`src/rtl/alu_seq.sv`:
```
// alu_seq: multi-cycle ALU with registered result/NZCV flags and valid/ready
// handshakes on both sides. Non-MUL ops complete at the acceptance edge.
// MUL runs a radix-2 shift-add over WIDTH further cycles.
module alu_seq #(
    parameter int WIDTH = 32,
    parameter int SHW   = $clog2(WIDTH)
) (
    input  logic             clk,
    input  logic             reset,
    input  logic             in_valid,
    output logic             in_ready,
    input  logic [WIDTH-1:0] SrcA,
    input  logic [WIDTH-1:0] SrcB,
    input  logic [2:0]       ALUControl,
    output logic             out_valid,
    input  logic             out_ready,
    output logic [WIDTH-1:0] ALUResult,
    output logic [3:0]       ALUFlag
);

    localparam logic [2:0] OP_ADD = 3'b000;
    localparam logic [2:0] OP_SUB = 3'b001;
    localparam logic [2:0] OP_AND = 3'b010;
    localparam logic [2:0] OP_OR  = 3'b011;
    localparam logic [2:0] OP_XOR = 3'b100;
    localparam logic [2:0] OP_LSL = 3'b101;
    localparam logic [2:0] OP_LSR = 3'b110;
    localparam logic [2:0] OP_MUL = 3'b111;

    typedef enum logic [1:0] {IDLE, BUSY, HOLD} state_t;

    state_t state_reg, state_next;

    logic [WIDTH-1:0] mcand_reg, mplier_reg, acc_reg;
    logic [SHW-1:0]   count_reg;
    logic [WIDTH-1:0] result_reg;
    logic [3:0]       flag_reg;

    logic accept, load_op, load_mul, mul_step, mul_last;

    // Single-cycle datapath for every op except MUL.
    logic [SHW-1:0]   shamt;
    logic [WIDTH:0]   add_ext, sub_ext, lsl_ext, lsr_ext;
    logic [WIDTH-1:0] alu_r;
    logic             alu_c, alu_v;

    assign shamt   = SrcB[SHW-1:0];
    assign add_ext = {1'b0, SrcA} + {1'b0, SrcB};
    assign sub_ext = {1'b0, SrcA} + {1'b0, ~SrcB} + {{WIDTH{1'b0}}, 1'b1};
    // The extra bit catches the last bit shifted out; it stays 0 for shamt=0.
    assign lsl_ext = {1'b0, SrcA} << shamt;
    assign lsr_ext = {SrcA, 1'b0} >> shamt;

    // Result, carry and overflow for the single-cycle ops.
    always_comb begin
        alu_r = '0;
        alu_c = 1'b0;
        alu_v = 1'b0;
        case (ALUControl)
            OP_ADD: begin
                alu_r = add_ext[WIDTH-1:0];
                alu_c = add_ext[WIDTH];
                alu_v = (SrcA[WIDTH-1] == SrcB[WIDTH-1]) && (alu_r[WIDTH-1] != SrcA[WIDTH-1]);
            end
            OP_SUB: begin
                alu_r = sub_ext[WIDTH-1:0];
                alu_c = sub_ext[WIDTH];
                alu_v = (SrcA[WIDTH-1] != SrcB[WIDTH-1]) && (alu_r[WIDTH-1] != SrcA[WIDTH-1]);
            end
            OP_AND: alu_r = SrcA & SrcB;
            OP_OR:  alu_r = SrcA | SrcB;
            OP_XOR: alu_r = SrcA ^ SrcB;
            OP_LSL: begin
                alu_r = lsl_ext[WIDTH-1:0];
                alu_c = lsl_ext[WIDTH];
            end
            OP_LSR: begin
                alu_r = lsr_ext[WIDTH:1];
                alu_c = lsr_ext[0];
            end
            default: alu_r = '0;
        endcase
    end

    // One shift-add step: add the multiplicand when the current multiplier bit is set.
    logic [WIDTH-1:0] mul_sum;
    assign mul_sum = acc_reg + (mplier_reg[0] ? mcand_reg : '0);

    // State register.
    always_ff @(posedge clk) begin
        if (reset) state_reg <= IDLE;
        else       state_reg <= state_next;
    end

    // Next-state logic and handshake outputs; in_ready depends only on state.
    always_comb begin
        state_next = state_reg;
        in_ready   = 1'b0;
        out_valid  = 1'b0;
        accept     = 1'b0;
        load_op    = 1'b0;
        load_mul   = 1'b0;
        mul_step   = 1'b0;
        mul_last   = 1'b0;
        case (state_reg)
            IDLE: begin
                in_ready = 1'b1;
                accept   = in_valid;
                if (accept) begin
                    if (ALUControl == OP_MUL) begin
                        load_mul   = 1'b1;
                        state_next = BUSY;
                    end else begin
                        load_op    = 1'b1;
                        state_next = HOLD;
                    end
                end
            end
            BUSY: begin
                mul_step = 1'b1;
                if (count_reg == SHW'(WIDTH - 1)) begin
                    mul_last   = 1'b1;
                    state_next = HOLD;
                end
            end
            HOLD: begin
                out_valid = 1'b1;
                if (out_ready) state_next = IDLE;
            end
            default: state_next = IDLE;
        endcase
    end

    // Operand capture, multiplier iteration and result/flag registers.
    always_ff @(posedge clk) begin
        if (reset) begin
            mcand_reg  <= '0;
            mplier_reg <= '0;
            acc_reg    <= '0;
            count_reg  <= '0;
            result_reg <= '0;
            flag_reg   <= '0;
        end else begin
            if (load_op) begin
                result_reg <= alu_r;
                flag_reg   <= {alu_r[WIDTH-1], (alu_r == '0), alu_c, alu_v};
            end
            if (load_mul) begin
                mcand_reg  <= SrcA;
                mplier_reg <= SrcB;
                acc_reg    <= '0;
                count_reg  <= '0;
            end
            if (mul_step) begin
                acc_reg    <= mul_sum;
                mcand_reg  <= mcand_reg << 1;
                mplier_reg <= mplier_reg >> 1;
                // Counter holds at WIDTH-1 on the final step rather than wrapping.
                if (!mul_last) count_reg <= count_reg + 1'b1;
            end
            if (mul_last) begin
                result_reg <= mul_sum;
                flag_reg   <= {mul_sum[WIDTH-1], (mul_sum == '0), 2'b00};
            end
        end
    end

    assign ALUResult = result_reg;
    assign ALUFlag   = flag_reg;

endmodule

```
`config.mk`:
```
export PLATFORM = sky130hd
export DESIGN_NAME = alu_seq
export DESIGN_NICKNAME = d
export VERILOG_FILES = /design/src/rtl/alu_seq.sv
export SDC_FILE = /design/constraint.sdc
export NUM_CORES = 1
export LEC_CHECK = 0
export BUFFER_PORTS_ARGS = -buffer_cell sky130_fd_sc_hd__buf_2
export CAP_MARGIN = 20
export CORE_MARGIN = 2
export CORE_UTILIZATION = 38
export CTS_BUF_LIST = sky130_fd_sc_hd__clkbuf_4 sky130_fd_sc_hd__clkbuf_8
export DETAILED_ROUTE_END_ITERATION = 16
export PLACE_DENSITY = 0.57
export SLEW_MARGIN = 30
export SYNTH_ARGS = -nofsm -noshare
export SYNTH_HDL_FRONTEND = slang
export SYNTH_SLANG_ARGS = --single-unit
```
`constraint.sdc`:
```
create_clock -name clk -period 4.3 [get_ports clk]
set_input_delay 0 -clock clk [delete_from_list [all_inputs] [get_ports clk]]
set_output_delay 0 -clock clk [all_outputs]
set_load 0.005 [all_outputs]
```
# Word level (Yosys, flattened, before mapping)
# Index checks and enable logic that the tools add are counted.
# word_totals
ff_bits	139
in_bits	71
out_inout_bits	38
elab_cells	82
# classes
n_addsub	5
eq_ne	17
shifts	2
n_mux	33
n_bitwise	4
n_reduce_logical	11
# op_table
operator	count
32-bit 2-to-1 mux	7
32-bit one-hot mux with 7 select lines	1
32-bit by 32-bit adder with 33-bit output	2
32-bit zero test	2
31-bit 2-to-1 mux	2
33-bit by 1-bit adder with 33-bit output (second input constant)	1
32-bit by 5-bit << shifter with 33-bit output	1
33-bit by 5-bit >> shifter with 33-bit output	1
32-bit adder	1
32-bit bitwise AND	1
32-bit inverter	1
32-bit bitwise OR	1
32-bit bitwise XOR	1
5-bit 2-to-1 mux	3
3-bit == test (second input constant)	4
1-bit 2-to-1 mux	11
2-bit 2-to-1 mux	4
4-bit 2-to-1 mux	2
3-bit by 2-bit == test with 1-bit output (second input constant)	2
2-bit != test (second input constant)	3
2-bit one-hot mux with 3 select lines	1
5-bit by 1-bit adder with 5-bit output (second input constant)	1
5-bit == test (second input constant)	1
1-bit one-hot mux with 4 select lines	1
other kinds (12)	17

# Depth between registers and ports, before layout
# Gate-level depths: netlist (run 1).
# depth
ltp_word	8
depth_mapped	17
mapped_depth_nobuf	15

# Least setup slack after synthesis (run 1)
# Ideal clock, no wire load.
# synth_timing
path_kind	in2reg
startpoint	input port SrcB[2]
endpoint	register flag_reg[2] (netlist: ALUFlag[2])
setup_ns	0.069
arrival_time_ns	3.886
required_ns	4.231
slack_ns	0.345
path_stages	17
path_buffers	4
path_cell_list	buf_2 -> inv_2 -> buf_2 -> buf_1 -> buf_1 -> ha_1 -> nor2b_1 -> o2111a_1 -> o2111ai_1 -> o211ai_1 -> o2111a_1 -> a211oi_1 -> nand2_1 -> nor4_1 -> nand4_1 -> or4_1 -> o21ai_1
# synth_via
elab_chain_len	7
word_cells_on_any_way	13
classes_between	3 x add/sub; 2 x shift; 3 x mux; 4 x bitwise; 1 x reduce/logical
# synth_lines
element	line_no	rtl
start: declaration	13	input logic [WIDTH-1:0] SrcB,
32-bit inverter	49	assign sub_ext = {1'b0, SrcA} + {1'b0, ~SrcB} + {{WIDTH{1'b0}}, 1'b1};
32-bit by 32-bit adder with 33-bit output	49	
33-bit by 1-bit adder with 33-bit output	49	
32-bit one-hot mux with 7 select lines *	59	case (ALUControl)
32-bit zero test *	146	flag_reg <= {alu_r[WIDTH-1], (alu_r == '0), alu_c, alu_v};
4-bit 2-to-1 mux *	144	if (load_op) begin
4-bit 2-to-1 mux *	161	if (mul_last) begin
end signal: assignment	146	
end signal: assignment	163	flag_reg <= {mul_sum[WIDTH-1], (mul_sum == '0), 2'b00};
end: declaration	37	logic [3:0] flag_reg;
# Mark *: on every way between the ends. The rest lies on a longest branch, timed or not. The select of a mux whose other input is x is not followed.
# A chain may end at the register's enable or synchronous reset.

# Final worst setup path (run 1)
# layout_timing
startpoint	register mplier_reg[0]
endpoint	register flag_reg[2] (netlist: ALUFlag[2])
# layout_via
elab_chain_len	4
# layout_lines
element	line_no	rtl
start: declaration	34	logic [WIDTH-1:0] mcand_reg, mplier_reg, acc_reg;
start signal: assignment	150	mplier_reg <= SrcB;
start signal: assignment	157	mplier_reg <= mplier_reg >> 1;
32-bit 2-to-1 mux	87	assign mul_sum = acc_reg + (mplier_reg[0] ? mcand_reg : '0);
32-bit adder	87	
32-bit zero test	163	
4-bit 2-to-1 mux	161	
# Every way passes these cells.

==> results of run 1 <==
## metal layers
metal | wire length, µm | GRT usage [%]
met4 | 5190 | 20.2
met3 | 5810 | 6.91
met1 | 33000 | 42.3
met2 | 37700 | 57.5
met5 | 0 | 0
## tightest hold or removal path: stages
cell	delay [ns]
buf_2	0.15
buf_4	0.16
buf_4	0.19
nand2_1	0.09
a311oi_1	0.08
## logic make-up (layout without fill, tap and decap cells)
family	Yosys count	after routing	share of synthesized area, %
xor+xnor	38	38	1.98
compound gates	716	716	29.8
flops	139	139	16.5
buf+inv	287	464	6.89
simple gates	878	878	23.8
mux	130	130	10.3
fa+ha+maj	142	142	10.7
## path summary, 6_finish.rpt
kind	start	end	slack (ns)	depth (start not counted)
worst max-delay path	mplier_reg[0]$_SDFFE_PP0P_	ALUFlag[2]$_SDFFE_PP0P_	0.24	14
worst min register to register	ALUResult[31]$_SDFFE_PP0P_	ALUResult[31]$_SDFFE_PP0P_	0.46	2
worst min-delay path	SrcA[22]	mcand_reg[22]$_SDFFE_PP0P_	0.17	5
worst max register to register	mplier_reg[0]$_SDFFE_PP0P_	ALUFlag[2]$_SDFFE_PP0P_	0.24	14
## per-stage QoR
step	instances	setup slack (ns)	setup TNS, ns	power [W]
floorplan	2330	0.345	0	0.00245
global placement	3007	0.180	0	0.00323
detailed placement	3007	0.175	0	0.00323
CTS	3099	0.161	0	0.00444
global route	3099	-0.0123	-0.0123	0.00466
finish	3099	0.239	0	0.00445
## cell usage in the layout (no fill, tap or decap), types with 13 or more instances in the layout
cell type      netlist  routed
mux2_1              13      13
nand3_1             49      49
mux4_2              27      27
a311oi_1            70      70
nor3_1              48      48
and3_1              14      14
o22ai_1             23      23
dlygate4sd3_1        0      60
nand2b_1            23      22
o21ai_0             84      84
dfxtp_1            139     139
a211oi_1            59      57
nor2b_1             28      27
and2_1              42      42
nor2_1             284     282
o21bai_1            15      15
nor4_1              16      16
a221oi_1            21      21
o211ai_1            22      22
a21o_1              19      19
a21oi_1            187     187
buf_2               18     106
mux2i_1             59      59
o221ai_1            14      14
inv_1              112     112
nand4_1             19      19
xnor2_1             26      26
buf_4                0     146
or3_1               16      16
ha_1               139     139
o31ai_1             22      22
a31oi_1             26      26
clkbuf_8             0      17
mux2_2              27      27
nand2_1            302     300
## timing repair
| action | in CTS | in global routing |
|---|---|---|
| setup endpoints to repair | 0 | 1 |
| hold buffers | 60 | 0 |
| endpoints found under the hold margin | 92 | 0 |
| resized for setup | 0 | 2 |
## where the power goes
part,total (W),switching (W),internal (W),leakage [nW]
clock,0.00114,0.000609,0.000531,0.200
combinational,0.00192,0.00122,0.000701,6.85
sequential,0.00139,0.0000429,0.00135,1.13
total,0.00445,0.00187,0.00258,8.18
## area by class of cell
type                            instances  share of cell area (%)
Clock buffer                           18                    1.23
Sequential cell                       139                    14.2
Timing Repair Buffer                  319                    12.0
Multi-Input combinational cell       1904                    65.9
Tap cell                              592                    3.77
Inverter                              113                    2.16
Clock inverter                         14                   0.803
==> reports/metrics.cfg, run 1 <==
[status]
status = finished, final reports clean

[sta]
slew_violations = 0
setup_violations = 0
skew_ns = 0.0159
period_needed_ns = 4.06
worst_pin_slew_ns = 1.00
max-slew-margin-rel_pct = 33.0
hold_slack_ns = 0.174
fin_crit_sh_pct = 94.4
hold_viol_final = 0
max_freq_mhz = 246

[drt]
ant_nets = 0
routed_wl_mm = 81.6
drt-initial-drc-count = 1900
vias_per_cell = 6.25
drc = 0
routedWlPerCell_um = 26.3
vias = 19360
first_pass_iters = 8

[synth]
yosys-top-cells-count = nand2_1, nor2_1, a21oi_1
synth-edff-count = 0
yosysTopAreaCell = dfxtp_1
ys_warn_count = 0
ys_ff_latch = 139
synth.area.top_cells = dfxtp_1, ha_1, nand2_1
syn_inst = 2330
synth_top_flop_cell = dfxtp_1
yosysUniqueCellTypes = 93
synth_nets = 2543
syn_area_mm2 = 0.0168
yosysMostFrequentCell = nand2_1
yosysTopAreaCellShare_pct = 16.5
synth.avg_cell_area_um2 = 7.22
ys_seq_area_share_pct = 16.5
async_flop_share_pct = 0

[worst_hold_path]
hold_path.class = input port to register

[floorplanning]
std_cell_rows = 77
core_region_area_mm2 = 0.0439
dieArea_mm2 = 0.0460
die_y_um = 214
die_x_um = 214
start_util_pct = 38.3
io_pins = 109

[finish]
fin_util_pct = 44.7
nFillCells = 4664
drive_above_1_share_pct = 15.4
register_area_mm2 = 0.00278
antenna_cells = 0
nNetsFinal = 2707
stdcell_area_mm2 = 0.0196
syn2layout_area_growth_pct = 16.7
multi_input_area_mm2 = 0.0129

[critical_path]
cpPeakStageDelay_ns = 0.48
crit_type = register to register
critPathBufInv = 1
cp_cell_sequence = buf_12 -> and2_1 -> ha_1 -> a211oi_1 -> o21bai_1 -> a211oi_2 -> or3_1 -> a21oi_1 -> o31a_1 -> o31ai_1 -> or4b_1 -> or4_1 -> a21o_1 -> o21ai_1
critPathTopFamily = compound AO/OA/AOI/OAI gates
crit_path_end_kind = register
cp_max_fo = 20
crit_required_ns = 4.79
cp.arrival_ns = 4.55
critPathLaunchType = register
slowest_stage = or4b_1

[place]
dpl_cell_area_mm2 = 0.0186
port_buffers = 108
gp_congestion = 1.03
dp_hpwl_mm = 63.9

[power_and_ir_drop]
vdd_ir_drop_max_mv = 0.160
power.leakage_nw = 8.18
p_per_area_mw_per_mm2 = 226

[cts]
cts_max_path_buffers = 2
cts_root_buf = clkbuf_8
cts_setup_buffers = 0
cts_tree = done
insertion_delay_ns = 0.55
cts.sinks = 139
numCtsBuffers = 17
clk_pin_slew_ns = 0.09
htreeDepth = 4

[global_route]
grt_max_degree = 96
grt_pass1_vias = 18614
antenna_found_initial = 1
grt_pass1_wl_mm = 122
track_usage_pct = 34.9
grt-ovfl-total = 0

[job]
cap_violations = 0

(Power assumes the default switching activity.)
==> inputs of run 2 (changes only) <==
Settings changed: CORE_MARGIN 2 to 5.
==> run 2 against run 1 <==
  * Fmax barely moved
  * Critical path depth did not move
  * Sequential power barely moved
  * Largest power group unchanged
==> reports/metrics.cfg, run 2 (same netlist as run 1, synthesis figures left out) <==
[finish]
syn2layout_area_growth_pct = 15.8
final_cell_mix = nand2_1, nor2_1, a21oi_1, ha_1, dfxtp_1
final_cell_count_no_fill = 3083
stdcell_area_mm2 = 0.0195
register_area_mm2 = 0.00278
multi_input_area_mm2 = 0.0129
nNetsFinal = 2691
fin_util_pct = 44.3
drive_above_1_share_pct = 15.1
antenna_cells = 0
mostFrequentLayoutCell = nand2_1
nFillCells = 4599

[worst_hold_path]
hold_path.class = input port to register

[drt]
routed_wl_mm = 81.4
routedWlPerCell_um = 26.4
drt-initial-drc-count = 1856
vias_per_cell = 6.28
ant_nets = 0
vias = 19362
first_pass_iters = 8
drc = 0

[floorplanning]
std_cell_rows = 77
dieArea_mm2 = 0.0486
core_region_area_mm2 = 0.0440
io_pins = 109
die_x_um = 220
start_util_pct = 38.2
die_y_um = 220

[global_route]
grt_pass1_wl_mm = 119
track_usage_pct = 32.6
grt-ovfl-total = 0
antenna_found_initial = 0
grt_pass1_vias = 18549
grt_max_degree = 99

[sta]
setup_violations = 0
slew_violations = 0
rsz0062_at_grt = false
max_freq_mhz = 246
max-slew-margin-rel_pct = 32.2
hold_slack_ns = 0.0629
hold_viol_final = 0
skew_ns = 0.0161
period_needed_ns = 4.06
fin_crit_sh_pct = 94.5
worst_pin_slew_ns = 1.02
setup_tns_ns = 0

[power_and_ir_drop]
power.leakage_nw = 8.09
vdd_ir_drop_max_mv = 0.174
p_per_area_mw_per_mm2 = 228

[place]
port_buffers = 108
dpl_cell_area_mm2 = 0.0185
dp_hpwl_mm = 63.9
dpl.cell_count = 2995
gp_congestion = 1.06

[cts]
cts_root_buf = clkbuf_8
clk_pin_slew_ns = 0.09
htreeDepth = 4
cts_tree = done
insertion_delay_ns = 0.54
cts.sinks = 139
numCtsBuffers = 17
cts_max_path_buffers = 2

[critical_path]
crit_path_end_kind = register
crit_required_ns = 4.78
cp.arrival_ns = 4.54
critPathLaunchType = register
crit_type = register to register
cp_max_fo = 13

[status]
status = finished, final reports clean

[job]
cap_violations = 0

## run 2: cell types whose count changed in the layout (fill, tap and decap cells not counted), sizes merged
| cell | change |
|---|---|
| buf | -13 |
| clkdlybuf4s18 | +1 |
| dlygate4sd3 | -4 |
| clkbuf | +1 |
| clkinvlp | +1 |
| clkinv | -1 |
| inv | -1 |
## run 2: power by group
part	total, W	switching [W]	leakage [nW]	internal (W)
clock	0.00116	0.000612	0.202	0.000552
combinational	0.00190	0.00121	6.76	0.000687
sequential	0.00139	0.0000438	1.13	0.00135
total	0.00445	0.00186	8.09	0.00259
## run 2: per-stage QoR
step	setup WS, ns	total power, W
after floorplan	0.345	0.00245
after detailed placement	0.157	0.00322
after global routing	0.00147	0.00463
after CTS	0.135	0.00443
final	0.238	0.00445
after global placement	0.171	0.00321
## run 2: cell type report
class	count	area share, %
Sequential cell	139	14.3
Inverter	113	2.18
Multi-Input combinational cell	1904	66.4
Timing Repair Buffer	303	11.2
Clock inverter	13	0.822
Clock buffer	19	1.31
Tap cell	592	3.80
## run 2: path summary, 6_finish.rpt
path / endpoint / startpoint / cells after the start / slack, ns
min reg2reg: ALUFlag[3]$_SDFFE_PP0P_ / ALUFlag[3]$_SDFFE_PP0P_ / 2 / 0.46
min: mcand_reg[13]$_SDFFE_PP0P_ / SrcA[13] / 4 / 0.06
max reg2reg: ALUFlag[2]$_SDFFE_PP0P_ / mplier_reg[0]$_SDFFE_PP0P_ / 14 / 0.24
max: ALUFlag[2]$_SDFFE_PP0P_ / mplier_reg[0]$_SDFFE_PP0P_ / 14 / 0.24
## run 2: repair_timing
item	in CTS	in global routing
resized for setup	0	2
setup endpoints to repair	0	1
hold buffers	56	0
buffers inserted	0	0
endpoints found under the hold margin	75	0
## run 2: routing by layer
layer	vias up	track usage [%]	part of all wire (%)
met4	0	20.2	7.0
met3	230	5.01	7.2
li1	8901	-	-
met5	-	0	0
met2	949	53.7	46
met1	9282	40.1	40
## run 2: critical path: stages, from the launching register on
cell	delay (ns)
dfxtp_2	0.39
and2_1	0.16
ha_1	0.22
fa_1	0.47
a211oi_1	0.29
o211ai_1	0.20
nand2_1	0.23
o221a_2	0.36
o311ai_1	0.14
xor2_1	0.18
nor4b_1	0.41
nand4_1	0.15
or4_1	0.55
a21o_1	0.19
o21ai_1	0.06
